### config.mk
export PLATFORM = sky130hd
export DESIGN_NAME = fetch_stage_flat
export DESIGN_NICKNAME = d
export VERILOG_FILES = /design/src/rtl/fetch_stage_if.sv /design/src/rtl/fetch_stage.sv /design/src/flat_wrapper.sv
export SDC_FILE = /design/constraint.sdc
export NUM_CORES = 1
export LEC_CHECK = 0
export CORE_UTILIZATION = 60
export CTS_BUF_LIST = sky130_fd_sc_hd__clkbuf_2
export CTS_CLUSTER_SIZE = 16
export DETAILED_ROUTE_END_ITERATION = 12
export DONT_BUFFER_PORTS = 1
export GPL_TIMING_DRIVEN = 0
export PLACE_DENSITY = 0.76
export SYNTH_ARGS = -nofsm -noshare
export SYNTH_HDL_FRONTEND = slang
export SYNTH_SLANG_ARGS = --single-unit
### constraint.sdc
create_clock -name clk -period 3.3 [get_ports clk]
set_clock_uncertainty 0.2 [all_clocks]
set_input_delay 0 -clock clk [delete_from_list [all_inputs] [get_ports clk]]
set_output_delay 0 -clock clk [all_outputs]
set_load 0.05 [all_outputs]
### src/rtl/fetch_stage_if.sv
// ---------------------------------------------------------------------------
// fetch_stage_if
//   Instruction-memory request/response bundle between the fetch stage and
//   the instruction memory.
//   Signals:
//     imem_req    fetch request (fetch stage -> memory)
//     imem_addr   fetch address, held stable while a request is pending
//     imem_ready  memory returns imem_rdata this cycle (memory -> fetch stage)
//     imem_rdata  fetched instruction
//   Modports:
//     master  fetch-stage side
//     slave   memory side
// ---------------------------------------------------------------------------
interface fetch_stage_if #(
    parameter int ADDR_W  = 32,
    parameter int INSTR_W = 32
);
    logic               imem_req;
    logic [ADDR_W-1:0]  imem_addr;
    logic               imem_ready;
    logic [INSTR_W-1:0] imem_rdata;

    modport master (
        output imem_req,
        output imem_addr,
        input  imem_ready,
        input  imem_rdata
    );

    modport slave (
        input  imem_req,
        input  imem_addr,
        output imem_ready,
        output imem_rdata
    );
endinterface

### src/rtl/fetch_stage.sv
// ---------------------------------------------------------------------------
// fetch_stage
//   Instruction-fetch stage plus the IF/ID pipeline register.
//   Owns the PC, drives a ready-handshaked instruction memory, honours the
//   hazard unit's freeze and the EXE stage's branch redirect.
//   Ports:
//     clk           clock, rising edge
//     rst           asynchronous active-low reset
//     freeze        hold PC and IF/ID
//     branch_taken  redirect request, flushes IF/ID
//     branch_addr   redirect target (taken verbatim)
//     imem          instruction-memory bundle (master side)
//     ifid_valid    IF/ID holds a real instruction
//     ifid_pc       fetched address + 4
//     ifid_instr    fetched instruction
//     stall_cnt     saturating count of cycles with freeze=1
// ---------------------------------------------------------------------------
module fetch_stage #(
    parameter int                ADDR_W   = 32,
    parameter int                INSTR_W  = 32,
    parameter logic [ADDR_W-1:0] RESET_PC = '0,
    parameter int                CNT_W    = 16
) (
    input  logic                clk,
    input  logic                rst,
    input  logic                freeze,
    input  logic                branch_taken,
    input  logic [ADDR_W-1:0]   branch_addr,
    fetch_stage_if.master       imem,
    output logic                ifid_valid,
    output logic [ADDR_W-1:0]   ifid_pc,
    output logic [INSTR_W-1:0]  ifid_instr,
    output logic [CNT_W-1:0]    stall_cnt
);

    // FETCH   : request outstanding at pc
    // HOLD    : instruction returned under freeze, parked in hold_buf
    // DISCARD : waiting out a request abandoned by a redirect
    typedef enum logic [1:0] {
        FETCH   = 2'd0,
        HOLD    = 2'd1,
        DISCARD = 2'd2
    } state_t;

    localparam logic [ADDR_W-1:0] PC_STEP = ADDR_W'(4);

    state_t              state_q,      state_d;
    logic [ADDR_W-1:0]   pc_q,         pc_d;
    logic [INSTR_W-1:0]  hold_buf_q,   hold_buf_d;
    logic [ADDR_W-1:0]   redir_pc_q,   redir_pc_d;
    logic                ifid_valid_q, ifid_valid_d;
    logic [ADDR_W-1:0]   ifid_pc_q,    ifid_pc_d;
    logic [INSTR_W-1:0]  ifid_instr_q, ifid_instr_d;
    logic [CNT_W-1:0]    stall_cnt_q,  stall_cnt_d;

    logic [ADDR_W-1:0]   pc_inc;

    // pc + 4 wraps naturally at the address width
    assign pc_inc = pc_q + PC_STEP;

    always_comb begin
        state_d      = state_q;
        pc_d         = pc_q;
        hold_buf_d   = hold_buf_q;
        redir_pc_d   = redir_pc_q;
        ifid_valid_d = ifid_valid_q;
        ifid_pc_d    = ifid_pc_q;
        ifid_instr_d = ifid_instr_q;

        unique case (state_q)
            FETCH: begin
                if (branch_taken) begin
                    ifid_valid_d = 1'b0;
                    if (imem.imem_ready) begin
                        pc_d = branch_addr;
                    end else begin
                        // Keep pc (and thus imem_addr) stable until the
                        // in-flight request completes; remember the target.
                        redir_pc_d = branch_addr;
                        state_d    = DISCARD;
                    end
                end else if (freeze) begin
                    if (imem.imem_ready) begin
                        hold_buf_d = imem.imem_rdata;
                        state_d    = HOLD;
                    end
                end else if (imem.imem_ready) begin
                    ifid_valid_d = 1'b1;
                    ifid_pc_d    = pc_inc;
                    ifid_instr_d = imem.imem_rdata;
                    pc_d         = pc_inc;
                end
            end

            HOLD: begin
                if (branch_taken) begin
                    ifid_valid_d = 1'b0;
                    pc_d         = branch_addr;
                    state_d      = FETCH;
                end else if (!freeze) begin
                    ifid_valid_d = 1'b1;
                    ifid_pc_d    = pc_inc;
                    ifid_instr_d = hold_buf_q;
                    pc_d         = pc_inc;
                    state_d      = FETCH;
                end
            end

            DISCARD: begin
                // A branch arriving on the same edge as ready still wins:
                // the newest target is used directly.
                if (branch_taken) begin
                    redir_pc_d   = branch_addr;
                    ifid_valid_d = 1'b0;
                end
                if (imem.imem_ready) begin
                    pc_d    = branch_taken ? branch_addr : redir_pc_q;
                    state_d = FETCH;
                end
            end

            default: begin
                state_d = FETCH;
            end
        endcase
    end

    always_comb begin
        stall_cnt_d = stall_cnt_q;
        if (freeze && !(&stall_cnt_q)) begin
            stall_cnt_d = stall_cnt_q + CNT_W'(1);
        end
    end

    always_ff @(posedge clk or negedge rst) begin
        if (!rst) begin
            state_q      <= FETCH;
            pc_q         <= RESET_PC;
            hold_buf_q   <= '0;
            redir_pc_q   <= '0;
            ifid_valid_q <= 1'b0;
            ifid_pc_q    <= '0;
            ifid_instr_q <= '0;
            stall_cnt_q  <= '0;
        end else begin
            state_q      <= state_d;
            pc_q         <= pc_d;
            hold_buf_q   <= hold_buf_d;
            redir_pc_q   <= redir_pc_d;
            ifid_valid_q <= ifid_valid_d;
            ifid_pc_q    <= ifid_pc_d;
            ifid_instr_q <= ifid_instr_d;
            stall_cnt_q  <= stall_cnt_d;
        end
    end

    assign imem.imem_req  = (state_q != HOLD);
    assign imem.imem_addr = pc_q;

    assign ifid_valid = ifid_valid_q;
    assign ifid_pc    = ifid_pc_q;
    assign ifid_instr = ifid_instr_q;
    assign stall_cnt  = stall_cnt_q;

endmodule
### src/flat_wrapper.sv
// flat-port wrapper written by rule: the top's interface ports become plain ports
module fetch_stage_flat 
#(
    parameter int                ADDR_W   = 32,
    parameter int                INSTR_W  = 32,
    parameter logic [ADDR_W-1:0] RESET_PC = '0,
    parameter int                CNT_W    = 16
)
  (clk, rst, freeze, branch_taken, branch_addr, ifid_valid, ifid_pc, ifid_instr, stall_cnt, imem_imem_req, imem_imem_addr, imem_imem_ready, imem_imem_rdata);
  fetch_stage_if #(.ADDR_W(ADDR_W), .INSTR_W(INSTR_W)) imem_i ();
  input  logic clk;
  input  logic rst;
  input  logic freeze;
  input  logic branch_taken;
  input  logic [ADDR_W-1:0] branch_addr;
  output logic ifid_valid;
  output logic [ADDR_W-1:0] ifid_pc;
  output logic [INSTR_W-1:0] ifid_instr;
  output logic [CNT_W-1:0] stall_cnt;
  output wire logic [$bits(imem_i.imem_req)-1:0] imem_imem_req;
  output wire logic [$bits(imem_i.imem_addr)-1:0] imem_imem_addr;
  input wire logic [$bits(imem_i.imem_ready)-1:0] imem_imem_ready;
  input wire logic [$bits(imem_i.imem_rdata)-1:0] imem_imem_rdata;
  assign imem_imem_req = imem_i.imem_req;
  assign imem_imem_addr = imem_i.imem_addr;
  assign imem_i.imem_ready = imem_imem_ready;
  assign imem_i.imem_rdata = imem_imem_rdata;
  fetch_stage #(.ADDR_W(ADDR_W), .INSTR_W(INSTR_W), .RESET_PC(RESET_PC), .CNT_W(CNT_W)) u_core (.clk(clk), .rst(rst), .freeze(freeze), .branch_taken(branch_taken), .branch_addr(branch_addr), .imem(imem_i), .ifid_valid(ifid_valid), .ifid_pc(ifid_pc), .ifid_instr(ifid_instr), .stall_cnt(stall_cnt));
endmodule
==> summary.txt <==
Power
  – Cell leakage power: ~4.6 nW
  – Max IR drop VDD: 426.4 uV
  – Gate power share: 20.9%
  – Part of the power in the clock network: 17.5%
  – Pwr dens: between 600 and 700 nW/um2
  – Proportion of total power due to net switching: between 40% and 50%
  – Internal: around 0.0037 W
  – Post-layout power: 0.006882 W
  – Net Sw Power: ~0.0031 W
  – Proportion of power drawn by flip-flops and latches: about three fifths

Logic synthesis
  – Yosys warnings: 0
  – Asr flop ratio synth: 100.0%
  – Mean post-synth cell area: between 10 and 15 um2
  – Register bit total from synthesis: ~180
  – Cell type with the largest total area after synthesis: sky130_fd_sc_hd__dfrtp_1
  – Netlist area before placement: between 8000 and 9000 um2
  – Sequential area share after synthesis: a little over half
  – Leading cell types by total area after synthesis: sky130_fd_sc_hd__dfrtp_1, sky130_fd_sc_hd__mux2_2, sky130_fd_sc_hd__o21ai_0
  – Net Count, Synth: 894
  – Ys flop type: sky130_fd_sc_hd__dfrtp_1
  – Portion of synthesized cell area occupied by the leading cell type: a little over half
  – EDFF count, synth: 0
  – Synth cell types: 54
  – Post-synthesis cell count: between 800 and 900

Detailed routing
  – Wire length on met3: between 2 and 2.5 mm
  – Number of routed nets with antenna violations: 0
  – DR pass1 iterations: 7
  – Average via count per standard cell: 6.289
  – Detailed-route wire length per cell: approximately 22 um
  – Vias post-DR: 7823
  – Met2 wire length: 13.37 mm
  – Iter 0 DRT Violations: roughly 730
  – Sum of routed wire length over all layers: approximately 27 mm
  – DRC viols: 0
  – Uppermost metal layer occupied by signal nets: met4
  – M1 WL: 9.900 mm

Global routing
  – Number of antenna violations at the first check in global routing: 4
  – Tot GR Track Use: 38.08%
  – Pin count of the biggest net entering global routing: 180
  – Global-route wire length before repair: approximately 42 mm
  – Overflow after GRT: 0
  – Via count of the first global-routing pass: around 8k

STA
  – Worst hold-check slack: -1.386 ns
  – Final setup viols: 0
  – Unrepaired setup endpoints after global routing: no
  – Post-route setup TNS: 0 ns
  – Share of the clock period used by the worst path after layout: between 90% and 100%
  – Minimum clock period: 3.235 ns
  – Achievable frequency: between 300 and 400 MHz
  – Number of hold-slack violations in the final timing report: about 180
  – Max-slew violation count: 0
  – Max transition margin: between 10% and 20%
  – Transition time at the pin with the least slew margin: ~1.3 ns

Worst setup path
  – Crit path kind: reg -> reg
  – Worst-path maximum fanout: 7
  – Critical Path Sink Type: flip-flop
  – CP Data Arrival Time: about 3.8 ns
  – Data required time at the worst endpoint: just under 4 ns
  – Startpoint kind of the worst setup timing path: flip-flop

Hold path
  – Classification of the worst-slack hold path: in -> async

Clock network
  – CTS tree: built
  – Buffers inserted by post-CTS timing repair: 0
  – Total clock buffers created by CTS: 17
  – Maximum level of the CTS H-tree: 4
  – Worst-Skew Late Latency: roughly 0.83 ns
  – Maximum buffer depth of the clock tree: 2
  – Number of clock sinks seen by CTS: between 150 and 200
  – Hold buffer count at CTS: 205
  – Clock-pin slew on the worst setup and hold paths: around 0.3 ns
  – CTS root buf: sky130_fd_sc_hd__clkbuf_2

Outcome
  – Failing checks: negative hold slack
  – Result of the run: finished, violations left

Floorplanning
  – Die X: approximately 120 um
  – Placeable core area: approximately 14000 um2
  – Number of core rows: 43
  – IO Pins: ~180
  – DIE AREA: roughly 15000 um2
  – Die Y-Extent: roughly 120 um
  – Starting density of the core: about 62%

Job
  – Max-cap violations: 0

Cells and area
  – Relative area change from synthesis to final layout: 29.91%
  – Final cell count without fillers: 1244
  – Most frequent cells in the layout: sky130_fd_sc_hd__dlygate4sd3_1, sky130_fd_sc_hd__dfrtp_1, sky130_fd_sc_hd__nand2_1
  – Proportion of layout cells with a drive suffix above 1: 11.79%
  – Commonest non-fill, non-tap cell in the layout: sky130_fd_sc_hd__dlygate4sd3_1
  – Finished Core Util: 79.90%
  – Final layout net count: 1118

Place
  – Port buffer count: 0
  – Gpl congestion: just under 0.9
  – Placed wire-length estimate after detailed placement: around 16 mm
  – Placed Instances: ~1k
==> layout make-up <==
type                    count  area, um2
clock buffers              17      85.08
well taps                 180      225.2
clock inverters            15      167.7
repair buffers            205       2052
inverters                  14      52.55
diodes                      4      10.01
plain buffers              55      237.7
fillers                   848       2790
flip-flops and latches    179       4482
multi-input cells         575       3779
==> logic make-up (layout without fill, tap and decap cells) <==
group,count (synthesis),in the layout,share of synthesized area [%]
AO/OA/AOI/OAI,177,177,12.36
flip-flops,179,179,52.47
XOR/XNOR,37,37,3.796
other,0,4,0
AND/OR/NAND/NOR,259,259,15.07
adder cells (fa/ha/maj),2,2,0.2931
multiplexers,100,100,12.68
buffers and inverters,69,306,3.342
==> per-stage QoR <==
step | worst slack [ns] | hold WS (ns) | cell area [um2]
final | 0.06499 | -1.386 | 11090
after global routing | 0.01359 | -1.468 | 11090
after CTS | 0.02766 | -1.417 | 11070
after detailed placement | 0.1084 | -0.4922 | 8762
after global placement | 0.1367 | -0.4892 | 8762
after floorplan | 0.5726 | -0.4956 | 8537
==> registers in the layout (all words and copies together) (netlist names) <==
signal	count
u_core.stall_cnt	16
u_core.ifid_instr	32
u_core.ifid_pc	32
u_core.state_q	2
u_core.hold_buf_q	32
u_core.redir_pc_q	32
u_core.imem.imem_addr	32
u_core.ifid_valid	1
==> critical path, cell delays in order, from the launching register on <==
cell and delay, ns:
sky130_fd_sc_hd__dfrtp_1 0.71, sky130_fd_sc_hd__buf_2 0.29, sky130_fd_sc_hd__nand3_1 0.12, sky130_fd_sc_hd__xor2_1 0.19
sky130_fd_sc_hd__a211oi_1 0.32, sky130_fd_sc_hd__a21oi_1 0.08, sky130_fd_sc_hd__dlygate4sd3_1 0.59, sky130_fd_sc_hd__o21ai_0 0.12
sky130_fd_sc_hd__dlygate4sd3_1 0.57
==> worst paths after layout <==
kind / start / end / slack, ns / cells after the start
worst max-delay path: u_core.imem.imem_addr[4] / u_core.imem.imem_addr[5] / 0.06 / 8
worst min-delay path: rst / u_core.stall_cnt[4] / -1.39 / 0
worst max register to register: u_core.imem.imem_addr[4] / u_core.imem.imem_addr[5] / 0.06 / 8
worst min register to register: u_core.imem.imem_addr[1] / u_core.ifid_pc[1] / 0.34 / 2
max in group asynchronous: rst / u_core.ifid_instr[28] / 4.06 / 0
min in group clk: freeze / u_core.state_q[0] / 0.11 / 3
==> synth_stat cells (3+ instances only) <==
| cell type | count |
|---|---|
| sky130_fd_sc_hd__o2bb2ai_1 | 8 |
| sky130_fd_sc_hd__buf_4 | 3 |
| sky130_fd_sc_hd__and3_1 | 17 |
| sky130_fd_sc_hd__a221oi_1 | 8 |
| sky130_fd_sc_hd__a221o_1 | 4 |
| sky130_fd_sc_hd__o31ai_1 | 3 |
| sky130_fd_sc_hd__buf_2 | 6 |
| sky130_fd_sc_hd__o31a_1 | 4 |
| sky130_fd_sc_hd__nor4_1 | 4 |
| sky130_fd_sc_hd__mux2_2 | 65 |
| sky130_fd_sc_hd__or3_1 | 5 |
| sky130_fd_sc_hd__and4_1 | 7 |
| sky130_fd_sc_hd__clkbuf_1 | 42 |
| sky130_fd_sc_hd__nor3_1 | 9 |
| sky130_fd_sc_hd__a211oi_1 | 5 |
| sky130_fd_sc_hd__nand2_1 | 118 |
| sky130_fd_sc_hd__mux2i_1 | 35 |
| sky130_fd_sc_hd__buf_1 | 3 |
| sky130_fd_sc_hd__dfrtp_1 | 179 |
| sky130_fd_sc_hd__a21oi_1 | 27 |
| sky130_fd_sc_hd__o22ai_1 | 4 |
| sky130_fd_sc_hd__nor2_1 | 37 |
| sky130_fd_sc_hd__nor4_2 | 3 |
| sky130_fd_sc_hd__nand2b_1 | 5 |
| sky130_fd_sc_hd__nand4_1 | 12 |
| sky130_fd_sc_hd__o21ai_0 | 100 |
| sky130_fd_sc_hd__nand3_1 | 24 |
| sky130_fd_sc_hd__xor2_1 | 9 |
| sky130_fd_sc_hd__xnor2_1 | 28 |
| sky130_fd_sc_hd__inv_1 | 14 |
| sky130_fd_sc_hd__nor3b_1 | 3 |
==> repair_timing <==
| item | 4_1_cts | 5_1_grt |
|---|---|---|
| endpoints found under the hold margin | 346 | 179 |
| gates resized for setup | 0 | 11 |
| setup endpoints to repair | 0 | 64 |
==> power by group through the flow <==
stage | combinational [W] | clock (W) | sequential (W)
3_5_place_dp | 0.000932 | 0 | 0.00423
6_report | 0.00144 | 0.00121 | 0.00424
3_3_place_gp | 0.000878 | 0 | 0.00420
2_1_floorplan | 0.000750 | 0 | 0.00408
4_1_cts | 0.00134 | 0.00119 | 0.00419
5_1_grt | 0.00155 | 0.00130 | 0.00429
==> layer usage <==
layer | vias to the layer above | GRT usage, %
met1 | 3824 | 44.78
met3 | 125 | 10.24
met4 | 0 | 20.83
met5 | - | 0
li1 | 3376 | -
met2 | 498 | 63.17
Note: power is estimated with default switching activity, not from simulation.
